--- config.mk ---
export PLATFORM = sky130hd
export DESIGN_NAME = pattern_det_ctrl
export DESIGN_NICKNAME = d
export VERILOG_FILES = /design/src/rtl/pattern_det_ctrl.sv
export SDC_FILE = /design/constraint.sdc
export NUM_CORES = 1
export LEC_CHECK = 0
export ABC_AREA = 1
export ABC_CLOCK_PERIOD_IN_PS = 1700
export CAP_MARGIN = 15
export CORE_MARGIN = 4
export CORE_UTILIZATION = 55
export CTS_BUF_LIST = sky130_fd_sc_hd__clkbuf_4 sky130_fd_sc_hd__clkbuf_8
export CTS_CLUSTER_SIZE = 14
export DETAILED_ROUTE_END_ITERATION = 10
export PLACE_DENSITY = 0.81
export SYNTH_ARGS = -nofsm -noshare
export SYNTH_HDL_FRONTEND = slang
export SYNTH_SLANG_ARGS = --single-unit
--- constraint.sdc ---
create_clock -name clk -period 1.7 [get_ports clk]
set_input_delay 0.17 -clock clk [delete_from_list [all_inputs] [get_ports clk]]
set_output_delay 0.17 -clock clk [all_outputs]
set_load 0.03 [all_outputs]
--- src/rtl/pattern_det_ctrl.sv ---
// pattern_det_ctrl: serial pattern detector with a bounded detection window.
// A window is opened by start (pattern and length latched), consumes one bit
// per qualified cycle, reports each occurrence with a combinational match
// pulse, counts occurrences and signals completion with a one-cycle done.
// Optional feature macro: PATTERN_DET_OVERLAP_EN
//   defined   -> overlapping occurrences are counted
//   undefined -> after a match, PAT_W fresh bits are needed for the next one
module pattern_det_ctrl #(
  parameter int PAT_W = 4,
  parameter int CNT_W = 8
) (
  input  logic             clk,
  input  logic             rst,
  input  logic             start,
  input  logic [PAT_W-1:0] pat,
  input  logic [CNT_W-1:0] len,
  input  logic             in,
  input  logic             in_valid,
  input  logic             abort,
  output logic             busy,
  output logic             match,
  output logic [CNT_W-1:0] match_cnt,
  output logic             done
);

  // Fill counter only has to reach PAT_W-1 (history fully primed).
  localparam int FILL_W = $clog2(PAT_W);
  localparam logic [FILL_W-1:0] FILL_FULL = FILL_W'(PAT_W - 1);

  typedef enum logic [1:0] {
    IDLE = 2'd0,
    RUN  = 2'd1,
    DONE = 2'd2
  } state_t;

  state_t             state;
  state_t             state_nxt;

  logic [PAT_W-1:0]   pat_q;
  logic [CNT_W-1:0]   len_q;
  logic [PAT_W-2:0]   hist;
  logic [FILL_W-1:0]  fill;
  logic [CNT_W-1:0]   bit_cnt;

  logic [PAT_W-1:0]   cand;
  logic [CNT_W:0]     bit_num;
  logic               accept;
  logic               consume;

  // Candidate word: the previous PAT_W-1 bits followed by the current bit.
  assign cand    = {hist, in};
  // One-based number of the bit being consumed this cycle (extra MSB avoids wrap).
  assign bit_num = {1'b0, bit_cnt} + {{CNT_W{1'b0}}, 1'b1};
  assign accept  = (state == IDLE) && start;
  assign consume = (state == RUN) && in_valid && !abort;

  // State register.
  always_ff @(posedge clk) begin
    if (rst) begin
      state <= IDLE;
    end else begin
      state <= state_nxt;
    end
  end

  // Next-state decode and Mealy/Moore outputs.
  always_comb begin
    state_nxt = state;
    busy      = 1'b0;
    done      = 1'b0;
    match     = 1'b0;
    case (state)
      IDLE: begin
        if (start) begin
          state_nxt = (len == '0) ? DONE : RUN;
        end
      end
      RUN: begin
        busy  = 1'b1;
        match = in_valid && !abort && (fill == FILL_FULL) && (cand == pat_q);
        if (abort) begin
          state_nxt = IDLE;
        end else if (in_valid && (bit_num == {1'b0, len_q})) begin
          state_nxt = DONE;
        end
      end
      DONE: begin
        done      = 1'b1;
        state_nxt = IDLE;
      end
      default: begin
        state_nxt = IDLE;
      end
    endcase
  end

  // Window datapath: latched config, history, fill/bit counters, match count.
  always_ff @(posedge clk) begin
    if (rst) begin
      pat_q     <= '0;
      len_q     <= '0;
      hist      <= '0;
      fill      <= '0;
      bit_cnt   <= '0;
      match_cnt <= '0;
    end else if (accept) begin
      pat_q     <= pat;
      len_q     <= len;
      hist      <= '0;
      fill      <= '0;
      bit_cnt   <= '0;
      match_cnt <= '0;
    end else if (consume) begin
      hist    <= cand[PAT_W-2:0];
      bit_cnt <= bit_num[CNT_W-1:0];
      if (match && (match_cnt != {CNT_W{1'b1}})) begin
        match_cnt <= match_cnt + CNT_W'(1);
      end
`ifdef PATTERN_DET_OVERLAP_EN
      if (fill != FILL_FULL) begin
        fill <= fill + FILL_W'(1);
      end
`else
      if (match) begin
        fill <= '0;
      end else if (fill != FILL_FULL) begin
        fill <= fill + FILL_W'(1);
      end
`endif
    end
  end

endmodule

==> results of run 1 <==
## Yosys cell counts, types with 2 or more instances
library cell	number	share of area
xnor2_1	3	0.014
inv_1	24	0.048
a21oi_2	3	0.014
a21oi_1	25	0.067
nand4_1	4	0.013
buf_2	4	0.011
nand2_1	57	0.11
a31oi_1	2	0.0067
nor2_2	5	0.017
nor4_1	2	0.0067
nor2_1	23	0.046
a211oi_1	6	0.024
nor2_4	4	0.024
o21ai_1	2	0.0053
o21ai_0	13	0.035
nand3_1	20	0.053
xor2_1	2	0.0094
ha_1	3	0.020
nand3b_1	2	0.0080
dfxtp_1	35	0.37
inv_2	7	0.014
nand2_2	4	0.013
## flip-flops by register name (all words and copies together), names as in the netlist
| signal | count |
|---|---|
| fill | 2 |
| len_q | 8 |
| bit_cnt | 8 |
| hist | 3 |
| state | 2 |
| match_cnt | 8 |
| pat_q | 4 |
## worst max-delay path, delay by kind of cell (launching register included)
family | cells | cell delay, ns
DFF | 1 | 0.37
buffers and inverters | 2 | 0.18
adders and majority gates | 1 | 0.16
and+or+nand+nor | 4 | 0.43
## final timing paths
path         slack (ns)  cells after the start  endpoint
max                0.03                      7     match
max reg2reg        0.14                     10  state[0]
min reg2reg        0.48                      2  pat_q[1]
min                0.35                      3  pat_q[3]
## kinds of logic (layout without fill, tap and decap cells)
kind of cell    after synthesis  in the layout  synth area share
simple gates                127            127             0.329
flops                        35             35             0.374
fa+ha+maj                     3              3            0.0201
xor+xnor                      5              5            0.0234
compound gates               56             56             0.171
buf+inv                      38             77            0.0822
## power breakdown
group          internal, mW  switching [mW]  leakage [nW]
combinational        0.0983           0.127         0.701
clock                 0.203           0.309        0.0345
sequential            0.851          0.0219         0.286
## what timing repair did
action	4_1_cts	5_1_grt
setup buffers	0	1
pin swaps	0	3
endpoints found under the setup margin	3	9
resized for setup	8	11
## cell type report
cell class | count | area [µm²]
repair buffers | 37 | 359
well taps | 44 | 55.1
fillers | 260 | 790
inverters | 32 | 123
flip-flops and latches | 35 | 704
clock inverters | 2 | 16.3
clock buffers | 6 | 51.3
multi-input cells | 191 | 1050
## layer usage
metal  up-vias  share of wire
met1       823           0.48
li1        950              -
met5         -              0
met3         9          0.050
met2        41           0.45
met4         0          0.017
## layout by cell type (no fill, tap or decap), drive strengths merged, types with 10 or more instances in the layout
cell type	synthesis	routed
inv	32	32
nor2	33	33
dfxtp	35	35
a21oi	28	28
o21ai	15	15
buf	5	10
nand3	20	20
nand2	62	62
clkdlybuf4s50	0	20
==> results_dict.tcl, run 1 <==
set metrics [dict create \
    outcome "finished, final reports clean" \
    routed-via-count 1823 \
    dpl.hpwl_mm 2.92 \
    avgSynthCellArea_um2 7.09 \
    synthCells 264 \
    syn_area_um2 1870 \
    clk_path_buf_depth 2 \
    cts_tree "built" \
    synth_edf_count 0 \
    arrival_ns 1.50 \
    rsz0062_at_grt "true" \
    stdcell_count 347 \
    fmax_ghz 0.600 \
    slew_violations 0 \
    max_stage_delay_ns 0.37 \
    fin_ws_ns 0.0321 \
    fin_util 0.750 \
    grt_pass1_vias 1615 \
    coreArea_um2 3150 \
    finalSetupTns_ns 0 \
    powerDensity_nw_per_um2 681 \
    die-area_um2 4400 \
    ys_warn_count 0 \
    grt_pass1_wl_mm 6.87 \
    critPathLaunch "fill[1]" \
    min_period_ns 1.67 \
    final_area_um2 2360 \
    worstPathCellList "ha_4 > nand3_2 > nor3_2 > and2_4 > nand2_8 > inv_2 > buf_6" \
    die_w_um 66.3 \
    max_slew_margin 0.784 \
    drt_iter0_markers 174 \
    async_reset_ff_frac 0 \
    synth_seq_area_share 0.374 \
    reg2reg_from "bit_cnt[1]" \
    busiest_layer "met2" \
    end_kind "primary output" \
    drive_above_1_share 0.182 \
    cts_buffers 5 \
    vdd_drop_max_mv 0.613 \
    firstDrtPassIters 4 \
    netlist-cell-type-count 36 \
    viasPerCell 5.25 \
    grtUsageMet3 0.0765 \
    placed_cell_area_um2 2230 \
    start_util 0.594 \
    area_delta_synth_final_pct 26.3 \
    maxCapViolations 0 \
    grt.total_usage 0.207 \
    tightest_slew_ns 0.324 \
    required_ns 1.53 \
    power_leakage_nw 1.02 \
    port_buffers 28 \
    ant_nets 0 \
    gp_congestion 0.889 \
    hold_viol 0 \
    cts.sinks 35 \
    clk_pin_slew_worst_paths_ns 0.12 \
    fp.dieH_um 66.3 \
    grt_use_met1 0.262 \
    setup_violations 0 \
    antenna_cells 0 \
    htreeDepth 2 \
    whs_ns 0.349 \
    grt_max_degree 19 \
    timing.final.crit_share 0.981 \
    insertion_delay_ns 0.36 \
    dp.cells 338 \
    synth_top_flop_cell "dfxtp_1" \
    fp-row-count 20 \
    ios 29 \
    overflow 0 \
    avgRoutedWirePerCell_um 11.6 \
    start_kind "register" \
    hold_buffers 0 \
    grtUsageMet2 0.321 \
    syn-num-nets 285 \
    hp-start "pat[3]" \
    totalWireLength_mm 4.02 \
    crit_type "register to primary output" \
    ys_seq_elements 35 \
    cpMaxStageDelayCell "dfxtp_2" \
    power_mw 1.61 \
    hold_class "primary input to register" \
    antenna_found_initial 0 \
    drc 0 \
    crit_fanout 5 \
    finalNetCount 323 \
    dpl_worst_slack_ns 0.0412 \
    cts_root_buffer "clkbuf_4" \
    fin_skew_ns 0.0157 \
]
No activity file was read; power rests on OpenSTA's default activity.
==> inputs of run 2 (changes only) <==
--- a/config.mk
+++ b/config.mk
@@ -9,11 +9,13 @@
 export ABC_CLOCK_PERIOD_IN_PS = 1700
 export CAP_MARGIN = 15
 export CORE_MARGIN = 4
-export CORE_UTILIZATION = 55
+export CORE_UTILIZATION = 65
 export CTS_BUF_LIST = sky130_fd_sc_hd__clkbuf_4 sky130_fd_sc_hd__clkbuf_8
 export CTS_CLUSTER_SIZE = 14
 export DETAILED_ROUTE_END_ITERATION = 10
+export DONT_BUFFER_PORTS = 1
 export PLACE_DENSITY = 0.81
+export SLEW_MARGIN = 30
 export SYNTH_ARGS = -nofsm -noshare
 export SYNTH_HDL_FRONTEND = slang
 export SYNTH_SLANG_ARGS = --single-unit
==> results_dict.tcl, run 2 (synthesized netlist as in run 1, its figures left out) <==
set metrics [dict create \
    cpMaxStageDelayCell "dfxtp_2" \
    crit_cells 6 \
    start_util 0.679 \
    tightest_slew_ns 0.593 \
    rsz0062_at_grt "true" \
    r2r_cells 10 \
    combPwrFrac 0.134 \
    finalNetCount 315 \
    grt.total_usage 0.276 \
    drc 0 \
    path_delay_family "simple AND/OR/NAND/NOR gates" \
    overflow 0 \
    intPower_mw 1.14 \
    area_delta_synth_final_pct 19.7 \
    clk_path_buf_depth 2 \
    p_sw_frac 0.289 \
    whs_ns 0.119 \
    grt_max_degree 19 \
    insertion_delay_ns 0.36 \
    viasPerCell 5.77 \
    dpl.hpwl_mm 3.03 \
    powerDensity_nw_per_um2 712 \
    grt_pass1_wl_mm 7.68 \
    multi_input_area_um2 1050 \
    holdPathStages 4 \
    drt_iter0_markers 93 \
    max_slew_margin 0.603 \
    power.share.sequential 0.548 \
    final_cell_mix "nand2_1, dfxtp_1, a21oi_1, nor2_1, inv_1" \
    min_period_ns 1.65 \
    htreeDepth 2 \
    hold_viol 0 \
    die_w_um 61.7 \
    timing.final.crit_share 0.971 \
    fp.dieH_um 61.7 \
    fin_skew_ns 0.0150 \
    ant_nets 0 \
    max_stage_delay_ns 0.37 \
    vdd_drop_max_mv 0.748 \
    hold_class "primary input to register" \
    fp-row-count 19 \
    cts_tree "built" \
    worstPathCellList "ha_4 > nand3_2 > nor3_2 > and2_4 > nand2_8 > clkinvlp_4" \
    avgRoutedWirePerCell_um 14.7 \
    ios 29 \
    arrival_ns 1.48 \
    routed-via-count 1882 \
    cts_root_buffer "clkbuf_4" \
    die-area_um2 3800 \
    finalSetupTns_ns 0 \
    end_kind "primary output" \
    coreArea_um2 2760 \
    required_ns 1.53 \
    cts_buffers 5 \
    antenna_cells 0 \
    port_buffers 0 \
    fin_util 0.813 \
    fillerInstances 170 \
    power_leakage_nw 0.891 \
    drive_above_1_share 0.210 \
    setup_violations 0 \
    crit_type "register to primary output" \
    regArea_um2 707 \
    clkPwrFrac 0.318 \
    clk_pin_slew_worst_paths_ns 0.12 \
    gp_congestion 0.842 \
    power_switching_mw 0.461 \
    critPathBufInv 1 \
    totalWireLength_mm 4.79 \
    outcome "finished, final reports clean" \
    grt_pass1_vias 1749 \
    layout_commonest_cell "nand2_1" \
    antenna_found_initial 0 \
    start_kind "register" \
    maxCapViolations 0 \
    cts.sinks 35 \
    fmax_ghz 0.606 \
    crit_fanout 4 \
    reg_top3 "bit_cnt (8), len_q (8), match_cnt (8)" \
    slew_violations 0 \
    firstDrtPassIters 5 \
]
[run 2: power by group through the flow]
stage               clock network [mW]  registers, mW  logic (mW)
floorplan                            0          0.884       0.141
global placement                     0          0.890       0.162
detailed placement                   0          0.891       0.166
CTS                              0.508          0.873       0.199
global route                     0.545          0.878       0.238
finish                           0.507          0.875       0.214
[run 2: metrics by stage]
stage,setup slack (ns),power [mW],cell area [µm²],cells
5_1_grt,-0.0335,1.66,2240,326
3_3_place_gp,0.173,1.05,1970,301
4_1_cts,0.0178,1.58,2210,325
3_5_place_dp,0.133,1.06,1970,301
2_1_floorplan,0.0649,1.03,1870,264
6_report,0.0490,1.60,2240,326
[run 2: tightest hold or removal path, cell delays in order]
cell and delay [ns]:
nor4_1 0.02, nand2_1 0.08, nand2_1 0.06, a21oi_1 0.12
[run 2: timing repair]
| item | 4_1_cts | 5_1_grt |
|---|---|---|
| endpoints found under the setup margin | 1 | 3 |
| hold buffers | 15 | 0 |
| endpoints found under the hold margin | 18 | 0 |
| resized for setup | 5 | 8 |
| setup buffers | 1 | 1 |
[run 2: layout make-up]
cell class	instances	share of cell area
clock buffer	6	0.0229
clock inverter	2	0.00726
inverter	32	0.0564
multi-input combinational	191	0.467
sequential	35	0.315
tap	31	0.0173
timing repair buffer	29	0.114
[run 2: path summary, 6_finish.rpt]
kind,from,to,slack [ns]
worst min-delay path,len[7],state[0],0.12
worst min register to register,len_q[0],len_q[0],0.49
worst max-delay path,fill[0],match,0.05
worst max register to register,fill[0],fill[1],0.08
[run 2: metal layers]
| metal | track usage | routed length [µm] | share of wire |
|---|---|---|---|
| met1 | 0.316 | 1970 | 0.41 |
| met5 | 0 | 0 | 0 |
| met3 | 0.109 | 341 | 0.071 |
| met2 | 0.454 | 2400 | 0.50 |
| met4 | 0.118 | 82 | 0.017 |
==> inputs of run 3 (changes only) <==
--- a/config.mk
+++ b/config.mk
@@ -5,16 +5,15 @@
 export SDC_FILE = /design/constraint.sdc
 export NUM_CORES = 1
 export LEC_CHECK = 0
-export ABC_AREA = 1
+export ABC_AREA = 0
 export ABC_CLOCK_PERIOD_IN_PS = 1700
 export CAP_MARGIN = 15
 export CORE_MARGIN = 4
-export CORE_UTILIZATION = 65
+export CORE_UTILIZATION = 45
 export CTS_BUF_LIST = sky130_fd_sc_hd__clkbuf_4 sky130_fd_sc_hd__clkbuf_8
 export CTS_CLUSTER_SIZE = 14
 export DETAILED_ROUTE_END_ITERATION = 10
 export DONT_BUFFER_PORTS = 1
-export PLACE_DENSITY = 0.81
 export SLEW_MARGIN = 30
 export SYNTH_ARGS = -nofsm -noshare
 export SYNTH_HDL_FRONTEND = slang
==> results_dict.tcl, run 3 <==
set metrics [dict create \
    clk_pin_slew_worst_paths_ns 0.07 \
    ant_nets 0 \
    yosys-top-cells-area "dfxtp_1, nand2_1, xor2_1" \
    drive_above_1_share 0.248 \
    synthCells 213 \
    violations "negative hold slack, negative setup slack" \
    fin_util 0.600 \
    overflow 0 \
    fmax_ghz 0.562 \
    cts_tree "built" \
    max_slew_margin 0.613 \
    finalNetCount 266 \
    ys_seq_elements 35 \
    routed-via-count 1521 \
    grt_max_degree 22 \
    powerDensity_nw_per_um2 772 \
    ys_warn_count 0 \
    totalWireLength_mm 3.76 \
    antenna_found_initial 0 \
    crit_fanout 11 \
    synth_seq_area_share 0.393 \
    final_cell_mix "nand2_1, dfxtp_1, buf_4, a21oi_1, nor2_1" \
    synth_top_cell_by_area "dfxtp_1" \
    cpMostUsedCell "a21oi_1" \
    layout_commonest_cell "nand2_1" \
    drc 0 \
    grt_pass1_vias 1451 \
    port_buffers 0 \
    multi_input_area_um2 1070 \
    timing.final.crit_share 1.05 \
    fillerInstances 344 \
    avgRoutedWirePerCell_um 12.8 \
    worstPathCellList "ha_4 > a21o_1 > a211oi_2 > a221o_1 > a21oi_1 > or3b_1 > a21oi_1" \
    grt.total_usage 0.162 \
    gp_congestion 0.820 \
    synthTopCellsByCount "nand2_1, dfxtp_1, a21oi_1, nor2_1, xor2_1" \
    hold_class "primary input to register" \
    end_kind "register" \
    die-area_um2 5030 \
    rsz0062_at_grt "true" \
    max_stage_delay_ns 0.39 \
    placed_cell_area_um2 2000 \
    hold_viol 10 \
    required_ns 1.92 \
    vdd_drop_max_mv 0.707 \
    dpl.hpwl_mm 2.84 \
    cts_root_buffer "clkbuf_8" \
    avgSynthCellArea_um2 8.36 \
    die_w_um 70.9 \
    cts_buffers 5 \
    area_delta_synth_final_pct 26.0 \
    power_leakage_nw 0.876 \
    async_reset_ff_frac 0 \
    synth_edf_count 0 \
    min_period_ns 1.78 \
    fp-row-count 22 \
    fin_ws_ns -0.0798 \
    start_util 0.476 \
    outcome "finished, violations left" \
    ios 29 \
    synth.most_common_cell "nand2_1" \
    cts.sinks 35 \
    syn-num-nets 234 \
    slew_violations 0 \
    syn_area_um2 1780 \
    clk_path_buf_depth 2 \
    synth_top_flop_cell "dfxtp_1" \
    start_kind "register" \
    crit_type "register to register" \
    htreeDepth 2 \
    path_delay_family "compound AO/OA/AOI/OAI gates" \
    fin_skew_ns 0.00685 \
    maxCapViolations 0 \
    antenna_cells 0 \
    insertion_delay_ns 0.29 \
    whs_ns -0.0654 \
    setup_violations 1 \
    tightest_slew_ns 0.579 \
    dpl_worst_slack_ns -0.0994 \
    grt_pass1_wl_mm 6.53 \
    viasPerCell 5.17 \
    synth_top_area_frac 0.393 \
    final_area_um2 2240 \
    fp.dieH_um 70.9 \
    coreArea_um2 3740 \
    cpMaxStageDelayCell "or3b_1" \
    firstDrtPassIters 4 \
    hold_buffers 4 \
    drt_iter0_markers 50 \
    regArea_um2 717 \
    critPathBufInv 0 \
    arrival_ns 2.00 \
    reg_top3 "bit_cnt (8), len_q (8), match_cnt (8)" \
    netlist-cell-type-count 40 \
]
[run 3: cell count changes in the layout (fill, tap and decap cells not counted), moves of 13 or more]
cell,before,now
xor2_1,2,15
nand3_1,19,5
nand2_1,57,41
buf_4,14,30
inv_1,21,3
[run 3: repair_timing]
action | in CTS | in global routing
gates resized for setup | 7 | 7
endpoints found under the setup margin | 6 | 9
setup buffers | 2 | 5
endpoints found under the hold margin | 14 | 10
pin swaps | 6 | 2
[run 3: logic make-up (layout without fill, tap and decap cells)]
family          Yosys count  in the layout  synth area share
fa+ha+maj                 3              3            0.0211
compound gates           33             33             0.105
flops                    35             35             0.393
mux                       3              3            0.0169
buf+inv                  13             46            0.0463
xor+xnor                 27             27             0.137
simple gates             99             99             0.280
[run 3: worst reg2reg max path, stage by stage (launching register included)]
cell	delay, ns
dfxtp_4	0.37
ha_4	0.20
a21o_1	0.17
a211oi_2	0.23
a221o_1	0.13
a21oi_1	0.08
or3b_1	0.39
a21oi_1	0.15
[run 3: stage by stage]
stage	std cells	power, mW	TNS [ns]
after detailed placement	275	0.995	-0.227
after global routing	294	1.82	-0.209
after floorplan	213	0.969	-0.552
final	294	1.73	-0.0798
after global placement	275	0.992	0
after CTS	289	1.75	-0.0458
[run 3: cell type report]
class                           instances  area share
Multi-Input combinational cell        165       0.475
Sequential cell                        35       0.319
Timing Repair Buffer                   35       0.123
Clock buffer                            5      0.0307
Tap cell                               48      0.0268
Clock inverter                          3      0.0195
Inverter                                3     0.00502
[run 3: report_power, final]
part | switching [mW] | internal (mW) | total, mW
sequential | 0.0174 | 0.835 | 0.852
combinational | 0.0761 | 0.0674 | 0.144
clock | 0.301 | 0.436 | 0.737
total | 0.395 | 1.34 | 1.73
[run 3: worst paths after layout]
kind / start / to / slack [ns] / depth (start not counted)
worst min register to register: pat_q[1] / pat_q[1] / 0.46 / 2
worst max-delay path: bit_cnt[0] / state[1] / -0.08 / 7
worst max register to register: bit_cnt[0] / state[1] / -0.08 / 7
worst min-delay path: rst / state[0] / -0.07 / 1
[run 3: per-layer routing]
metal	GRT usage	part of all wire
met1	0.191	0.45
met2	0.272	0.47
met3	0.0653	0.069
met4	0.0438	0.0098
met5	0	0
